===== src/rtl/rc4_ksa_engine.sv =====
// RC4 key-scheduling engine: runs the KSA swap loop over a single-port synchronous S-box RAM.
// Optional feature macro RC4_KSA_FILL_EN: the engine writes the identity permutation before the swap loop.
module rc4_ksa_engine #(
    parameter int DATA_W        = 8,
    parameter int ADDR_W        = 8,
    parameter int MAX_KEY_BYTES = 32,
    parameter int KLEN_W        = $clog2(MAX_KEY_BYTES + 1)
) (
    input  logic                            clk,
    input  logic                            reset,
    input  logic                            start,
    input  logic [MAX_KEY_BYTES*DATA_W-1:0] key,
    input  logic [KLEN_W-1:0]               key_len,
    output logic                            busy,
    output logic                            done,
    output logic [ADDR_W-1:0]               ram_addr,
    output logic [DATA_W-1:0]               ram_wdata,
    output logic                            ram_we,
    input  logic [DATA_W-1:0]               ram_rdata
);
    localparam int                 KIDX_W    = (MAX_KEY_BYTES > 1) ? $clog2(MAX_KEY_BYTES) : 1;
    localparam logic [KLEN_W-1:0]  MAX_LEN   = KLEN_W'(MAX_KEY_BYTES);
    localparam logic [ADDR_W-1:0]  LAST_ADDR = '1;

    typedef enum logic [3:0] {
        IDLE,
`ifdef RC4_KSA_FILL_EN
        FILL,
`endif
        RD_SI,
        WT_SI,
        CAP_SI,
        WT_SJ,
        CAP_SJ,
        WR_J,
        DONE_ST
    } state_t;

    state_t                          state, state_next;
    logic [ADDR_W-1:0]               i, i_next;
    logic [ADDR_W-1:0]               j, j_next;
    logic [ADDR_W-1:0]               si, si_next;
    logic [ADDR_W-1:0]               j_sum;
    logic [KIDX_W-1:0]               kidx, kidx_next;
    logic [KIDX_W-1:0]               kidx_last, kidx_last_next;
    logic [MAX_KEY_BYTES*DATA_W-1:0] key_reg, key_next;
    logic [KLEN_W-1:0]               eff_len;
    logic [DATA_W-1:0]               key_bytes [MAX_KEY_BYTES];
    logic [DATA_W-1:0]               key_byte;
    logic [ADDR_W-1:0]               addr_next;
    logic [DATA_W-1:0]               wdata_next;
    logic                            we_next;
    logic                            busy_next;
    logic                            done_next;
`ifdef RC4_KSA_FILL_EN
    logic [ADDR_W-1:0]               fcnt, fcnt_next;
    logic [ADDR_W-1:0]               fill_addr;
`endif

    // Byte 0 of the key sits in the most significant byte lane.
    always_comb begin
        for (int k = 0; k < MAX_KEY_BYTES; k++) begin
            key_bytes[k] = key_reg[(MAX_KEY_BYTES-1-k)*DATA_W +: DATA_W];
        end
    end

    always_comb begin
        eff_len = key_len;
        if (key_len == '0 || key_len > MAX_LEN) begin
            eff_len = MAX_LEN;
        end
    end

    assign key_byte = key_bytes[kidx];
    assign j_sum    = j + ram_rdata[ADDR_W-1:0] + key_byte[ADDR_W-1:0];
`ifdef RC4_KSA_FILL_EN
    assign fill_addr = fcnt + ADDR_W'(1);
`endif

    // NOTE: every signal written here gets a default first, so no path leaves one unassigned and no latch is inferred.
    always_comb begin
        state_next     = state;
        i_next         = i;
        j_next         = j;
        si_next        = si;
        kidx_next      = kidx;
        kidx_last_next = kidx_last;
        key_next       = key_reg;
        addr_next      = ram_addr;
        wdata_next     = ram_wdata;
        we_next        = 1'b0;
`ifdef RC4_KSA_FILL_EN
        fcnt_next      = fcnt;
`endif

        case (state)
            IDLE: begin
                if (start) begin
                    key_next       = key;
                    kidx_last_next = KIDX_W'(eff_len - KLEN_W'(1));
                    i_next         = '0;
                    j_next         = '0;
                    kidx_next      = '0;
`ifdef RC4_KSA_FILL_EN
                    fcnt_next      = '0;
                    addr_next      = '0;
                    wdata_next     = '0;
                    we_next        = 1'b1;
                    state_next     = FILL;
`else
                    state_next     = RD_SI;
`endif
                end
            end
`ifdef RC4_KSA_FILL_EN
            FILL: begin
                if (fcnt == LAST_ADDR) begin
                    state_next = RD_SI;
                end else begin
                    fcnt_next  = fill_addr;
                    addr_next  = fill_addr;
                    wdata_next = DATA_W'(fill_addr);
                    we_next    = 1'b1;
                end
            end
`endif
            RD_SI: begin
                addr_next  = i;
                state_next = WT_SI;
            end
            WT_SI: begin
                state_next = CAP_SI;
            end
            CAP_SI: begin
                si_next    = ram_rdata[ADDR_W-1:0];
                j_next     = j_sum;
                addr_next  = j_sum;
                state_next = WT_SJ;
            end
            WT_SJ: begin
                state_next = CAP_SJ;
            end
            CAP_SJ: begin
                addr_next  = i;
                wdata_next = DATA_W'(ram_rdata[ADDR_W-1:0]);
                we_next    = 1'b1;
                state_next = WR_J;
            end
            WR_J: begin
                // When i == j both writes carry the same value, so the self-swap needs no special case.
                addr_next  = j;
                wdata_next = DATA_W'(si);
                we_next    = 1'b1;
                if (i == LAST_ADDR) begin
                    state_next = DONE_ST;
                end else begin
                    i_next     = i + ADDR_W'(1);
                    kidx_next  = (kidx == kidx_last) ? '0 : kidx + KIDX_W'(1);
                    state_next = RD_SI;
                end
            end
            DONE_ST: begin
                state_next = IDLE;
            end
            default: begin
                state_next = IDLE;
            end
        endcase

        busy_next = (state_next != IDLE);
        done_next = (state == DONE_ST);
    end

    always_ff @(posedge clk) begin
        if (reset) begin
            state     <= IDLE;
            busy      <= 1'b0;
            done      <= 1'b0;
            ram_addr  <= '0;
            ram_wdata <= '0;
            ram_we    <= 1'b0;
            i         <= '0;
            j         <= '0;
            kidx      <= '0;
`ifdef RC4_KSA_FILL_EN
            fcnt      <= '0;
`endif
        end else begin
            state     <= state_next;
            busy      <= busy_next;
            done      <= done_next;
            ram_addr  <= addr_next;
            ram_wdata <= wdata_next;
            ram_we    <= we_next;
            i         <= i_next;
            j         <= j_next;
            kidx      <= kidx_next;
`ifdef RC4_KSA_FILL_EN
            fcnt      <= fcnt_next;
`endif
        end
    end

    // NOTE: these hold run data that is always loaded before use, so they carry no reset.
    always_ff @(posedge clk) begin
        key_reg   <= key_next;
        kidx_last <= kidx_last_next;
        si        <= si_next;
    end

endmodule


===== config.mk =====
export PLATFORM = sky130hd
export DESIGN_NAME = rc4_ksa_engine
export DESIGN_NICKNAME = d
export VERILOG_FILES = /design/src/rtl/rc4_ksa_engine.sv
export SDC_FILE = /design/constraint.sdc
export NUM_CORES = 1
export LEC_CHECK = 0
export CELL_PAD_IN_SITES_DETAIL_PLACEMENT = 0
export CELL_PAD_IN_SITES_GLOBAL_PLACEMENT = 1
export CORE_ASPECT_RATIO = 1.1
export CORE_MARGIN = 8
export CORE_UTILIZATION = 36
export CTS_CLUSTER_SIZE = 16
export DETAILED_ROUTE_END_ITERATION = 8
export PLACE_DENSITY_LB_ADDON = 0.1
export SYNTH_ARGS = -nofsm -noshare
export SYNTH_HDL_FRONTEND = slang
export SYNTH_SLANG_ARGS = --single-unit

===== constraint.sdc =====
create_clock -name clk -period 14.65 [get_ports clk]
set_clock_uncertainty 0.1 [all_clocks]
set_input_delay 3.6625 -clock clk [delete_from_list [all_inputs] [get_ports clk]]
set_output_delay 3.6625 -clock clk [all_outputs]
set_load 0.1 [all_outputs]

==> flow_summary.json <==
{
  "clockBufferDepth": 3,
  "die_w_um": 194,
  "grt-ovfl-total": 0,
  "ys.warnings.count": 0,
  "grt_first_pass_wirelength_um": 48100,
  "crit_fanout": 133,
  "tightest_slew_ns": 1.07,
  "netSwitchingFraction_pct": 20.8,
  "post_synth_fa_ha_maj_area_fraction_pct": 2.17,
  "synth_compound_area_share_pct": 3.08,
  "timing.slew.headroom_pct": 28.8,
  "insertion_delay_ns": 0.51,
  "seq_area_frac_synth_pct": 71.4,
  "ys_types": 49,
  "irDropWorstVdd_uv": 86.0,
  "post_cts_resized": 0,
  "nets": 1262,
  "powerDensity_nw_per_um2": 120,
  "post_cts_buffers": 0,
  "yosys.area_share.xor_xnor_pct": 1.68,
  "drcViolationCount": 0,
  "die_h_um": 212,
  "hold_violations": 0,
  "cts_root_buf": "clkbuf_16",
  "grt_max_degree": 134,
  "critPathRequiredTime_ns": 14.68,
  "fin_crit_sh_pct": 43.9,
  "synth_top_family_by_area": "multiplexers",
  "port_buffers": 291,
  "wirelength_um": 32200,
  "grt_pass1_vias": 7784,
  "area_delta_synth_final_pct": 35.6,
  "tns_ns": 0,
  "whs_ns": 0.384,
  "status": "finished clean",
  "boundaryPins": 292,
  "avgViaCountPerCell": 4.88,
  "gp_routability_congestion": 0.764,
  "rsz0062_at_grt": "no",
  "core-area_sq_um": 34300,
  "num_vias": 7028,
  "synthMuxAreaShare_pct": 15.5,
  "cts_buffers": 36,
  "power_frac_comb_pct": 9.0,
  "synth-simple-area-share_pct": 4.58,
  "min_period_ns": 6.42,
  "finish.utilization_pct": 49.6,
  "avgSynthCellArea_sq_um": 18.8,
  "cp-start-kind": "primary input",
  "setup_viol": 0,
  "antenna_found_initial": 8,
  "start_util_pct": 36.6,
  "die_area_sq_um": 41100,
  "async_flop_share_pct": 0,
  "drtIter0Drc": 310,
  "met3_length_um": 2390,
  "highest-signal-layer": "met5",
  "r2r_setup_slack_ns": 9.22,
  "synth_edf_count": 269,
  "p_leak_nw": 5.54,
  "drv_slew": 0,
  "drt_first_pass_iters": 4,
  "syn_inst": 667,
  "clk_pin_slew_ns": 0.05,
  "power_switching_w": 0.000425,
  "cp-end-kind": "flop",
  "synth_fp_nets": 957,
  "seqPwrFrac_pct": 50.0,
  "wl_met2_um": 16200,
  "place_hpwl_um": 23400,
  "synth_area_sq_um": 12500,
  "routedWlPerCell_um": 22.4,
  "cts_hold_buf": 0,
  "fmax_mhz": 156,
  "worstSetupPathType": "in -> reg",
  "arrival_ns": 6.45,
  "drt-met1-wl_um": 12700,
  "intPower_w": 0.00162,
  "worst_hold_path_type": "reg -> reg",
  "cap_violations": 0,
  "htree_levels": 2,
  "drive_gt1_share_pct": 14.7,
  "synth_ff_type": "edfxtp_1",
  "final_antenna_net_count": 0,
  "ys_ff_latch": 313,
  "clkPwrFrac_pct": 41.0,
  "track_usage_pct": 15.5,
  "cts.sinks": 313,
  "cts_tree": "done",
  "fp-row-count": 71
}
-- worst paths after layout --
check                                 endpoint  cells past startpoint    startpoint
worst max-delay path            key_bytes[137]                      4         start
worst min-delay path              ram_wdata[0]                      2  ram_wdata[0]
worst max register to register            j[7]                     14       kidx[0]
worst min register to register    ram_wdata[0]                      2  ram_wdata[0]
-- area by class of cell --
cell class / instances / area [sq um]
inverter: 7 / 33.8
antenna: 5 / 12.5
sequential: 313 / 8970
multi-input combinational: 316 / 3390
timing repair buffer: 298 / 2970
tap: 438 / 548
fill: 2909 / 17300
clock buffer: 48 / 967
clock inverter: 14 / 124
-- state kept, by name (all words and copies together), names as in the netlist --
register and flops:
busy 1, ram_we 1, si 8, j 8
kidx_last 5, ram_addr 8, i 8, ram_wdata 8
state 4, kidx 5, key_bytes 256, done 1
-- routing by layer --
layer / global-route usage [%] / vias to the layer above
li1: - / 3314
met1: 18.2 / 3409
met2: 26.6 / 234
met3: 5.19 / 63
met4: 5.43 / 8
met5: 0 / -
-- cells by family (layout without fill, tap and decap cells) --
logic type               count (synthesis)  in the layout
multiplexers                            96             96
adder cells (fa/ha/maj)                 17             17
buffers and inverters                   38            367
AND/OR/NAND/NOR                        117            117
AO/OA/AOI/OAI                           61             61
other                                    1              6
flip-flops                             313            313
XOR/XNOR                                24             24
-- layout by cell type (no fill, tap or decap), types with 3 or more instances in the layout --
| master | synthesis | final |
|---|---|---|
| edfxtp_1 | 269 | 269 |
| nand3_1 | 13 | 13 |
| clkbuf_16 | 0 | 37 |
| nand2_1 | 17 | 17 |
| inv_1 | 5 | 5 |
| nand4_1 | 7 | 7 |
| mux2_2 | 7 | 7 |
| clkdlybuf4s50_1 | 0 | 291 |
| clkinv_2 | 0 | 3 |
| o22ai_1 | 3 | 3 |
| nand4b_1 | 3 | 3 |
| nor2_1 | 41 | 41 |
| nor3_1 | 13 | 13 |
| buf_4 | 7 | 7 |
| inv_6 | 0 | 3 |
| dfxtp_1 | 44 | 40 |
| o21ai_0 | 7 | 7 |
| xnor2_1 | 11 | 11 |
| a211oi_1 | 9 | 9 |
| a21oi_1 | 22 | 22 |
| clkinv_1 | 1 | 6 |
| ha_1 | 9 | 9 |
| nor2b_1 | 3 | 3 |
| mux4_2 | 78 | 78 |
| diode_2 | 0 | 5 |
| a22oi_1 | 5 | 5 |
| mux2i_1 | 11 | 11 |
| xor2_1 | 13 | 13 |
| fa_1 | 8 | 8 |
| clkbuf_1 | 16 | 11 |
| nand2b_1 | 8 | 8 |
-- synthesized netlist by cell type (all sizes together) (2+ instances only) --
cell	number	area, sq um
ha	9	113
nand4	7	43.8
clkbuf	16	60.1
o21bai	2	15.0
fa	8	160
mux2	7	78.8
a21oi	22	110
a22o	2	17.5
a211oi	9	67.6
edfxtp	269	8080
nand3	13	65.1
nor2	41	154
or2	2	12.5
nand4b	3	26.3
xnor2	11	96.3
a21o	2	15.0
buf	15	104
nor2b	3	18.8
nand2	17	63.8
dfxtp	44	881
or4	2	15.0
o22ai	3	18.8
a22oi	5	37.5
inv	6	22.5
xor2	13	114
mux2i	11	110
and3	2	12.5
o21ai	7	35.0
mux4	78	1760
o31ai	2	15.0
nand3b	2	15.0
nor3	13	65.1
a31oi	2	12.5
nand2b	8	50.1
-- worst max-delay path, cell delays in order --
cell	delay, ns
clkdlybuf4s50_1	0.49
nand3_1	0.44
inv_8	0.82
buf_4	0.92
-- metrics by stage --
stage               std cells  total power (W)  area (sq um)  setup WS (ns)
global route             1436          0.00213         17000           7.99
floorplan                 667          0.00113         12500           3.07
global placement         1372          0.00123         15900           7.63
finish                   1439          0.00204         17000           8.23
detailed placement       1372          0.00123         15900           7.62
CTS                      1434          0.00208         17000           8.17
-- power by group through the flow --
stage / registers (W) / clock network (W) / logic [W]
global route: 0.00103 / 0.000901 / 0.000200
global placement: 0.00104 / 0 / 0.000188
detailed placement: 0.00104 / 0 / 0.000188
finish: 0.00102 / 0.000838 / 0.000184
CTS: 0.00102 / 0.000866 / 0.000188
floorplan: 0.00105 / 0 / 0.0000825
(Power assumes the default switching activity.)
